### src/rtl/mem_swap_engine_if.sv
// Host-side bundle for the memory swap engine: swap command,
// host write/read ports and the busy/done status.
interface mem_swap_engine_if #(
    parameter int DATA_W = 8,
    parameter int ADDR_W = 3
);
    logic              swap_req;
    logic [ADDR_W-1:0] addr_a;
    logic [ADDR_W-1:0] addr_b;
    logic              wr_en;
    logic [ADDR_W-1:0] wr_addr;
    logic [DATA_W-1:0] wr_data;
    logic [ADDR_W-1:0] rd_addr;
    logic [DATA_W-1:0] rd_data;
    logic              busy;
    logic              done;

    modport master (
        output swap_req, addr_a, addr_b,
        output wr_en, wr_addr, wr_data, rd_addr,
        input  rd_data, busy, done
    );

    modport slave (
        input  swap_req, addr_a, addr_b,
        input  wr_en, wr_addr, wr_data, rd_addr,
        output rd_data, busy, done
    );
endinterface

### src/rtl/mem_swap_engine.sv
// Swap responder: exchanges two words of a local register file
// through a temp register in three moves, with busy/done status.
module mem_swap_engine #(
    parameter int DATA_W = 8,
    parameter int ADDR_W = 3
) (
    input  logic            clk,
    input  logic            reset_n,
    mem_swap_engine_if.slave bus
);
    localparam int DEPTH = 1 << ADDR_W;

    typedef enum logic [2:0] {
        IDLE    = 3'd0,
        LOAD    = 3'd1,
        MOVE_BA = 3'd2,
        MOVE_TB = 3'd3,
        DONE    = 3'd4
    } state_t;

    state_t            r_state;
    logic              r_busy;
    logic              r_done;
    logic [ADDR_W-1:0] r_a_q;
    logic [ADDR_W-1:0] r_b_q;
    logic [DATA_W-1:0] r_temp;
    logic [DATA_W-1:0] r_mem [DEPTH];

    assign bus.rd_data = r_mem[bus.rd_addr];
    assign bus.busy    = r_busy;
    assign bus.done    = r_done;

    // busy/done are updated alongside the state so they stay registered
    always_ff @(posedge clk or negedge reset_n) begin
        if (!reset_n) begin
            r_state <= IDLE;
            r_busy  <= 1'b0;
            r_done  <= 1'b0;
            r_a_q   <= '0;
            r_b_q   <= '0;
            r_temp  <= '0;
            r_mem   <= '{default: '0};
        end else begin
            unique case (r_state)
                IDLE: begin
                    if (bus.wr_en) begin
                        r_mem[bus.wr_addr] <= bus.wr_data;
                    end
                    if (bus.swap_req) begin
                        r_a_q   <= bus.addr_a;
                        r_b_q   <= bus.addr_b;
                        r_state <= LOAD;
                        r_busy  <= 1'b1;
                    end
                end
                LOAD: begin
                    r_temp  <= r_mem[r_a_q];
                    r_state <= MOVE_BA;
                end
                MOVE_BA: begin
                    r_mem[r_a_q] <= r_mem[r_b_q];
                    r_state      <= MOVE_TB;
                end
                MOVE_TB: begin
                    r_mem[r_b_q] <= r_temp;
                    r_state      <= DONE;
                    r_done       <= 1'b1;
                end
                DONE: begin
                    r_state <= IDLE;
                    r_busy  <= 1'b0;
                    r_done  <= 1'b0;
                end
                default: begin
                    r_state <= IDLE;
                    r_busy  <= 1'b0;
                    r_done  <= 1'b0;
                end
            endcase
        end
    end
endmodule

### src/flat_wrapper.sv
// flat-port wrapper written by rule: the top's interface ports become plain ports
module mem_swap_engine_flat 
#(
    parameter int DATA_W = 8,
    parameter int ADDR_W = 3
)
  (clk, reset_n, bus_swap_req, bus_addr_a, bus_addr_b, bus_wr_en, bus_wr_addr, bus_wr_data, bus_rd_addr, bus_rd_data, bus_busy, bus_done);
  mem_swap_engine_if #(.DATA_W(DATA_W), .ADDR_W(ADDR_W)) bus_i ();
  input  logic clk;
  input  logic reset_n;
  input wire logic [$bits(bus_i.swap_req)-1:0] bus_swap_req;
  input wire logic [$bits(bus_i.addr_a)-1:0] bus_addr_a;
  input wire logic [$bits(bus_i.addr_b)-1:0] bus_addr_b;
  input wire logic [$bits(bus_i.wr_en)-1:0] bus_wr_en;
  input wire logic [$bits(bus_i.wr_addr)-1:0] bus_wr_addr;
  input wire logic [$bits(bus_i.wr_data)-1:0] bus_wr_data;
  input wire logic [$bits(bus_i.rd_addr)-1:0] bus_rd_addr;
  output wire logic [$bits(bus_i.rd_data)-1:0] bus_rd_data;
  output wire logic [$bits(bus_i.busy)-1:0] bus_busy;
  output wire logic [$bits(bus_i.done)-1:0] bus_done;
  assign bus_i.swap_req = bus_swap_req;
  assign bus_i.addr_a = bus_addr_a;
  assign bus_i.addr_b = bus_addr_b;
  assign bus_i.wr_en = bus_wr_en;
  assign bus_i.wr_addr = bus_wr_addr;
  assign bus_i.wr_data = bus_wr_data;
  assign bus_i.rd_addr = bus_rd_addr;
  assign bus_rd_data = bus_i.rd_data;
  assign bus_busy = bus_i.busy;
  assign bus_done = bus_i.done;
  mem_swap_engine #(.DATA_W(DATA_W), .ADDR_W(ADDR_W)) u_core (.clk(clk), .reset_n(reset_n), .bus(bus_i));
endmodule
### config.mk
export PLATFORM = sky130hd
export DESIGN_NAME = mem_swap_engine_flat
export DESIGN_NICKNAME = d
export VERILOG_FILES = /design/src/rtl/mem_swap_engine_if.sv /design/src/rtl/mem_swap_engine.sv /design/src/flat_wrapper.sv
export SDC_FILE = /design/constraint.sdc
export NUM_CORES = 1
export LEC_CHECK = 0
export ABC_AREA = 1
export CAP_MARGIN = 25
export CORE_AREA = 2 2 140 108
export CTS_BUF_LIST = sky130_fd_sc_hd__clkbuf_8
export CTS_CLUSTER_SIZE = 10
export DETAILED_ROUTE_END_ITERATION = 7
export DIE_AREA = 0 0 142 110
export GPL_TIMING_DRIVEN = 0
export PLACE_DENSITY_LB_ADDON = 0.3
export SKIP_CTS_REPAIR_TIMING = 1
export SLEW_MARGIN = 5
export SYNTH_ARGS = -nofsm -noshare
export SYNTH_HDL_FRONTEND = slang
export SYNTH_SLANG_ARGS = --single-unit
### constraint.sdc
create_clock -name clk -period 3.1 [get_ports clk]
set_input_delay 0.465 -clock clk [delete_from_list [all_inputs] [get_ports clk]]
set_output_delay 0.465 -clock clk [all_outputs]
set_load 0.01 [all_outputs]
=== Word level (Yosys, flattened, before mapping) ===
Cells that the tools add are included.

* Output and inout bits: 10
* Bits in registers: 83
* Memory bits (writable): 0
* Logic and storage cells: 66
* ROM bits: 0
* Memories kept: 0
* Input bits: 24
* Latch bits: 0

* Bitwise logic cells: 5
* Multiply operators: 0
* Add/sub/neg operators: 0
* Equal/unequal tests: 5
* Mux-type cells: 25
* Reductions and logical operators: 10
* Div/mod/pow operators: 0
* $lt $le $gt $ge: 7
* Shifts and indexed selects: 0

{| class="wikitable"
|+ Operator list
! kind !! number
|-
| 64-bit bitwise mux || 3
|-
| 64-bit one-hot mux with 3 select lines || 1
|-
| 8-bit binary-select mux with 3-bit select || 3
|-
| 8-bit demux with 3-bit select || 3
|-
| 8-bit two-way mux || 9
|-
| 64-bit two-way mux || 1
|-
| 4-bit greater-or-equal comparator (second input constant) || 4
|-
| 3-bit NOT with 4-bit output || 4
|-
| 4-bit by 1-bit < comparator with 1-bit output (second input constant) || 3
|-
| 3-bit one-hot mux with 4 select lines || 1
|-
| 3-bit by 2-bit equality test with 1-bit output (second input constant) || 2
|-
| 2-bit AND reduction || 3
|-
| 3-bit OR reduction || 2
|-
| 2-bit inequality test (second input constant) || 2
|-
| 1-bit one-hot mux with 2 select lines || 2
|-
| 3-bit by 1-bit equality test with 1-bit output (second input constant) || 1
|-
| 1-bit logical AND || 3
|-
| 3-bit logical NOT || 1
|-
| 3-bit two-way mux || 1
|-
| 3-bit nonzero test || 1
|-
| 1-bit two-way mux || 1
|-
| 1-bit NOT || 1
|}

=== Logic depth before layout (Yosys ltp) ===
* Depth after elaboration: 8
* Mapped depth: 10
* Depth with buffers taken out: 8

=== Worst setup path before layout ===
Ideal clock, no wire load.

* Path type: input to output
* Start: input bus_rd_addr[1]
* End: output bus_rd_data[5]
* Path slack: 1,205 ps
* Arrival: 1,430 ps
* Data required time: 2,635 ps
* Stages on the path: 8
* Path buffers: 2
* Path through: buf_2 -> inv_1 -> clkbuf_1 -> a21oi_1 -> o21ai_0 -> nand2_1 -> nor2_1 -> a31oi_1

* Cells in the longest elaborated chain, start to end: 4

{| class="wikitable"
|+ RTL lines
! element !! RTL line !! text
|-
| start, declared || flat_wrapper.sv:17 || <nowiki>input wire logic [$bits(bus_i.rd_addr)-1:0] bus_rd_addr;</nowiki>
|-
| 3-bit NOT with 4-bit output (implied by the code) || mem_swap_engine.sv:29 || <nowiki>assign bus.rd_data = r_mem[bus.rd_addr];</nowiki>
|-
| 8-bit binary-select mux with 3-bit select || mem_swap_engine.sv:29 ||
|-
| 8-bit two-way mux (implied by the code) (2 in a row) || mem_swap_engine.sv:29 ||
|-
| end, declared || flat_wrapper.sv:18 || <nowiki>output wire logic [$bits(bus_i.rd_data)-1:0] bus_rd_data;</nowiki>
|}

Every way passes these cells. The select of a mux whose other input is x is not followed.

=== Worst setup path after layout ===
* Start: input bus_rd_addr[0]
* End: output bus_rd_data[0]

Same word-level chain as after synthesis.

==> metrics.sh <==
LAYOUT_COMMON_CELLS='396 x nand2_1, 192 x nor2_1, 188 x a21oi_1'
CLOCK_TREE.ROOT_CELL='clkbuf_8'
DIE_H_UM=110
ROUTE.VIAS.TOTAL=9847
CLK_TRANSITION_REPORTED_PATHS_NS=0.11
GRT_PASS1_VIAS=8652
DR.FIRST_ITER.DRC_COUNT=1642
NUM_ROWS=38
SYNTH_CELL_TYPE_COUNT=24
ANTENNA_FOUND_INITIAL=0
FILLER_CELLS=1438
CP-START-KIND='input pin'
CTS_TREE='done'
POST_SYNTH.CELL_AREA_AVG_UM2=5.74
CP.ARRIVAL_NS=2.55
CRIT_FANOUT=10
GRT_PASS1_WL_UM=53600
TOTAL_LEAKAGE_POWER_nW=4.03
MOSTFREQUENTLAYOUTCELL='nand2_1'
OUTCOME='complete, no violations'
CLOCK_SINKS=83
MULTI_INPUT_AREA_UM2=4770
CRITICAL_PATH.STARTPOINT='bus_rd_addr[0]'
SETUP_VIOL_COUNT_FINAL=0
DPL_WORST_SLACK_NS=-0.419
DIE_AREA_UM2=15600
IO_PINS=34
FINALPOWER_mW=11.1
START_UTIL_PCT=53.7
REPORT.FINAL.SLEW_VIOL_COUNT=0
WL_PER_CELL_UM=23.7
SETUP.WORST_PATH.END_CLASS='output pin'
FINAL_WORST_PATH_PERIOD_SHARE_PCT=97.4
OVERFLOW=0
CLOCK_BUFFER_COUNT_FROM_CTS=9
MAX_CLOCK_FREQ_GHz=0.331
LAYOUT-DRIVE-GT1-SHARE_PCT=8.77
GP_ROUTABILITY_CONGESTION=1.12
POWER.DENSITY_nW_PER_UM2=1320
HTREE_NUM_LEVELS=3
CRITICAL_PATH.SLOWEST_CELL='clkdlybuf4s50_1'
TIMING.CRITICAL_PATH.SLOWEST_CELL_DELAY_NS=0.60
UNREPAIRED_SETUP_ENDPOINTS_AFTER_GLOBAL_ROUTING='no'
INSERTION_DELAY_TO_THE_LATER_SINK_OF_THE_WORST_SKEW_PAIR_NS=0.40
GROUTE.USAGE.OVERALL_PCT=47.8
SYNTH_NETS=1355
PLACEABLECOREAREA_UM2=14200
TIMING.FINAL.HOLD_VIOLATIONS=0
SYNTH_SEQUENTIAL_AREA_RATIO_PCT=27.2
CAP_VIOL_MAX_COUNT=0
MAPPED_CELLS=1331
PORT_BUFFERS=32
TIGHTEST_SLEW_NS=1.11
CRITICAL_PATH.REG2REG.STARTPOINT='u_core.r_b_q[0]'
CELLS_ALONG_THE_CRITICAL_PATH='dlymetal6s2s_1 > inv_2 > clkbuf_2 > a21oi_1 > o21ai_0 > a31oi_1 > clkdlybuf4s50_1'
CTS_MAX_PATH_BUFFERS=2
WORST_HOLD_PATH_TYPE='in -> async'
PLACE_HPWL_UM=26800
POST-ROUTE-WORST-SETUP-SLACK_NS=0.0818
NUM-NETS-FINAL=1399
DIEWIDTH_UM=142
NUMBER_OF_REGISTER_BITS_INFERRED_BY_SYNTHESIS=83
FINAL-SEQ-AREA_UM2=2080
AREA_GROWTH_SYN_TO_LAYOUT_PCT=10.4
ANT_NETS=0
TIMING.SETUP.CRITICAL_PATH_CLASS='in -> out'
CRITPATHREQUIREDTIME_NS=2.63
FINCLKSKEW_NS=0.0159
DR.PASS1.ITERS=7
SYN-CELL-AREA_UM2=7630
WORST_SLEW_MARGIN_REL_PCT=25.9
POST_DRT_VIA_CELL_RATIO=6.30
GRT_START_MAX_NET_PINS=46
HOLD_WS_NS=0.0500
MIN_PERIOD_NS=3.02
IRDROPWORSTVDD_mV=0.899
YOSYS_WARNING_COUNT=0
POST-ROUTE-DRC-COUNT=0
ROUTED_WIRELENGTH_UM=37000
==> final timing paths <==
check                                             end  slack, ns  cells past startpoint
setup / recovery                       bus_rd_data[0]       0.08                      7
hold / removal                       u_core.r_temp[4]       0.05                      1
setup reg to reg                                 flop       0.61                     10
hold reg to reg                       u_core.bus.done       0.50                      2
max in group asynchronous  asynchronous set/reset pin       2.39                      2
min in group clk                      u_core.bus.done       0.50                      2
==> cells by family after synthesis <==
| group | Yosys count | share of synthesized area [%] |
|---|---|---|
| AO/OA/AOI/OAI | 350 | 24.2 |
| buffers and inverters | 182 | 10.4 |
| AND/OR/NAND/NOR | 716 | 38.2 |
| flip-flops | 83 | 27.2 |
==> area by class of cell <==
cell class	count	area share, %
clock buffers	9	1.47
inverters	107	4.77
repair buffers	33	4.13
flip-flops and latches	83	24.7
well taps	180	2.67
plain buffers	75	4.66
clock inverters	7	1.02
diodes	2	0.0594
multi-input cells	1066	56.6
==> worst max-delay path, delay by kind of cell <==
family,cells,cell delay (ns)
buf+inv,4,1.36
compound gates,3,0.71
==> layer usage <==
metal	vias to the layer above	share of wire [%]	global-route usage, %
li1	4413	-	-
met1	4464	38	60.7
met2	809	38	64.9
met3	159	18	26.1
met4	2	5.3	23.0
met5	-	0.17	6.58
==> cells in the mapped netlist <==
| master | n | area [um^2] |
|---|---|---|
| inv_1 | 99 | 372 |
| nor2_4 | 4 | 45.0 |
| a31oi_1 | 8 | 50.1 |
| nand3_1 | 81 | 405 |
| nand2_4 | 2 | 22.5 |
| a21oi_1 | 188 | 941 |
| nand2_2 | 7 | 43.8 |
| nor2_2 | 8 | 50.1 |
| buf_4 | 5 | 37.5 |
| dfrtp_1 | 83 | 2080 |
| o21ai_1 | 2 | 10.0 |
| inv_2 | 5 | 18.8 |
| o21ai_2 | 3 | 26.3 |
| o22ai_1 | 8 | 50.1 |
| nor2_1 | 192 | 721 |
| clkinv_1 | 3 | 11.3 |
| a21oi_2 | 18 | 158 |
| nor3_1 | 25 | 125 |
| buf_2 | 41 | 205 |
| nor3_4 | 1 | 16.3 |
| nand2_1 | 396 | 1490 |
| o21ai_0 | 123 | 616 |
| buf_6 | 5 | 56.3 |
| clkbuf_1 | 24 | 90.1 |
==> metrics by stage <==
| step | util, % | instances | area, um^2 | setup TNS, ns |
|---|---|---|---|---|
| 3_5_place_dp | 57.7 | 1544 | 8200 | -2.49 |
| 4_1_cts | 59.2 | 1560 | 8410 | -2.57 |
| 6_report | 59.3 | 1562 | 8430 | 0 |
| 3_3_place_gp | 57.5 | 1543 | 8180 | -148.56 |
| 2_1_floorplan | - | 1331 | 7630 | 0 |
| 5_1_grt | 59.2 | 1560 | 8420 | 0 |
==> report_power, final <==
part	total [mW]	switching [mW]	internal (mW)
combinational	8.09	5.97	2.12
sequential	2.19	0.541	1.65
clock	0.858	0.537	0.321
Note: power is estimated with default switching activity, not from simulation.
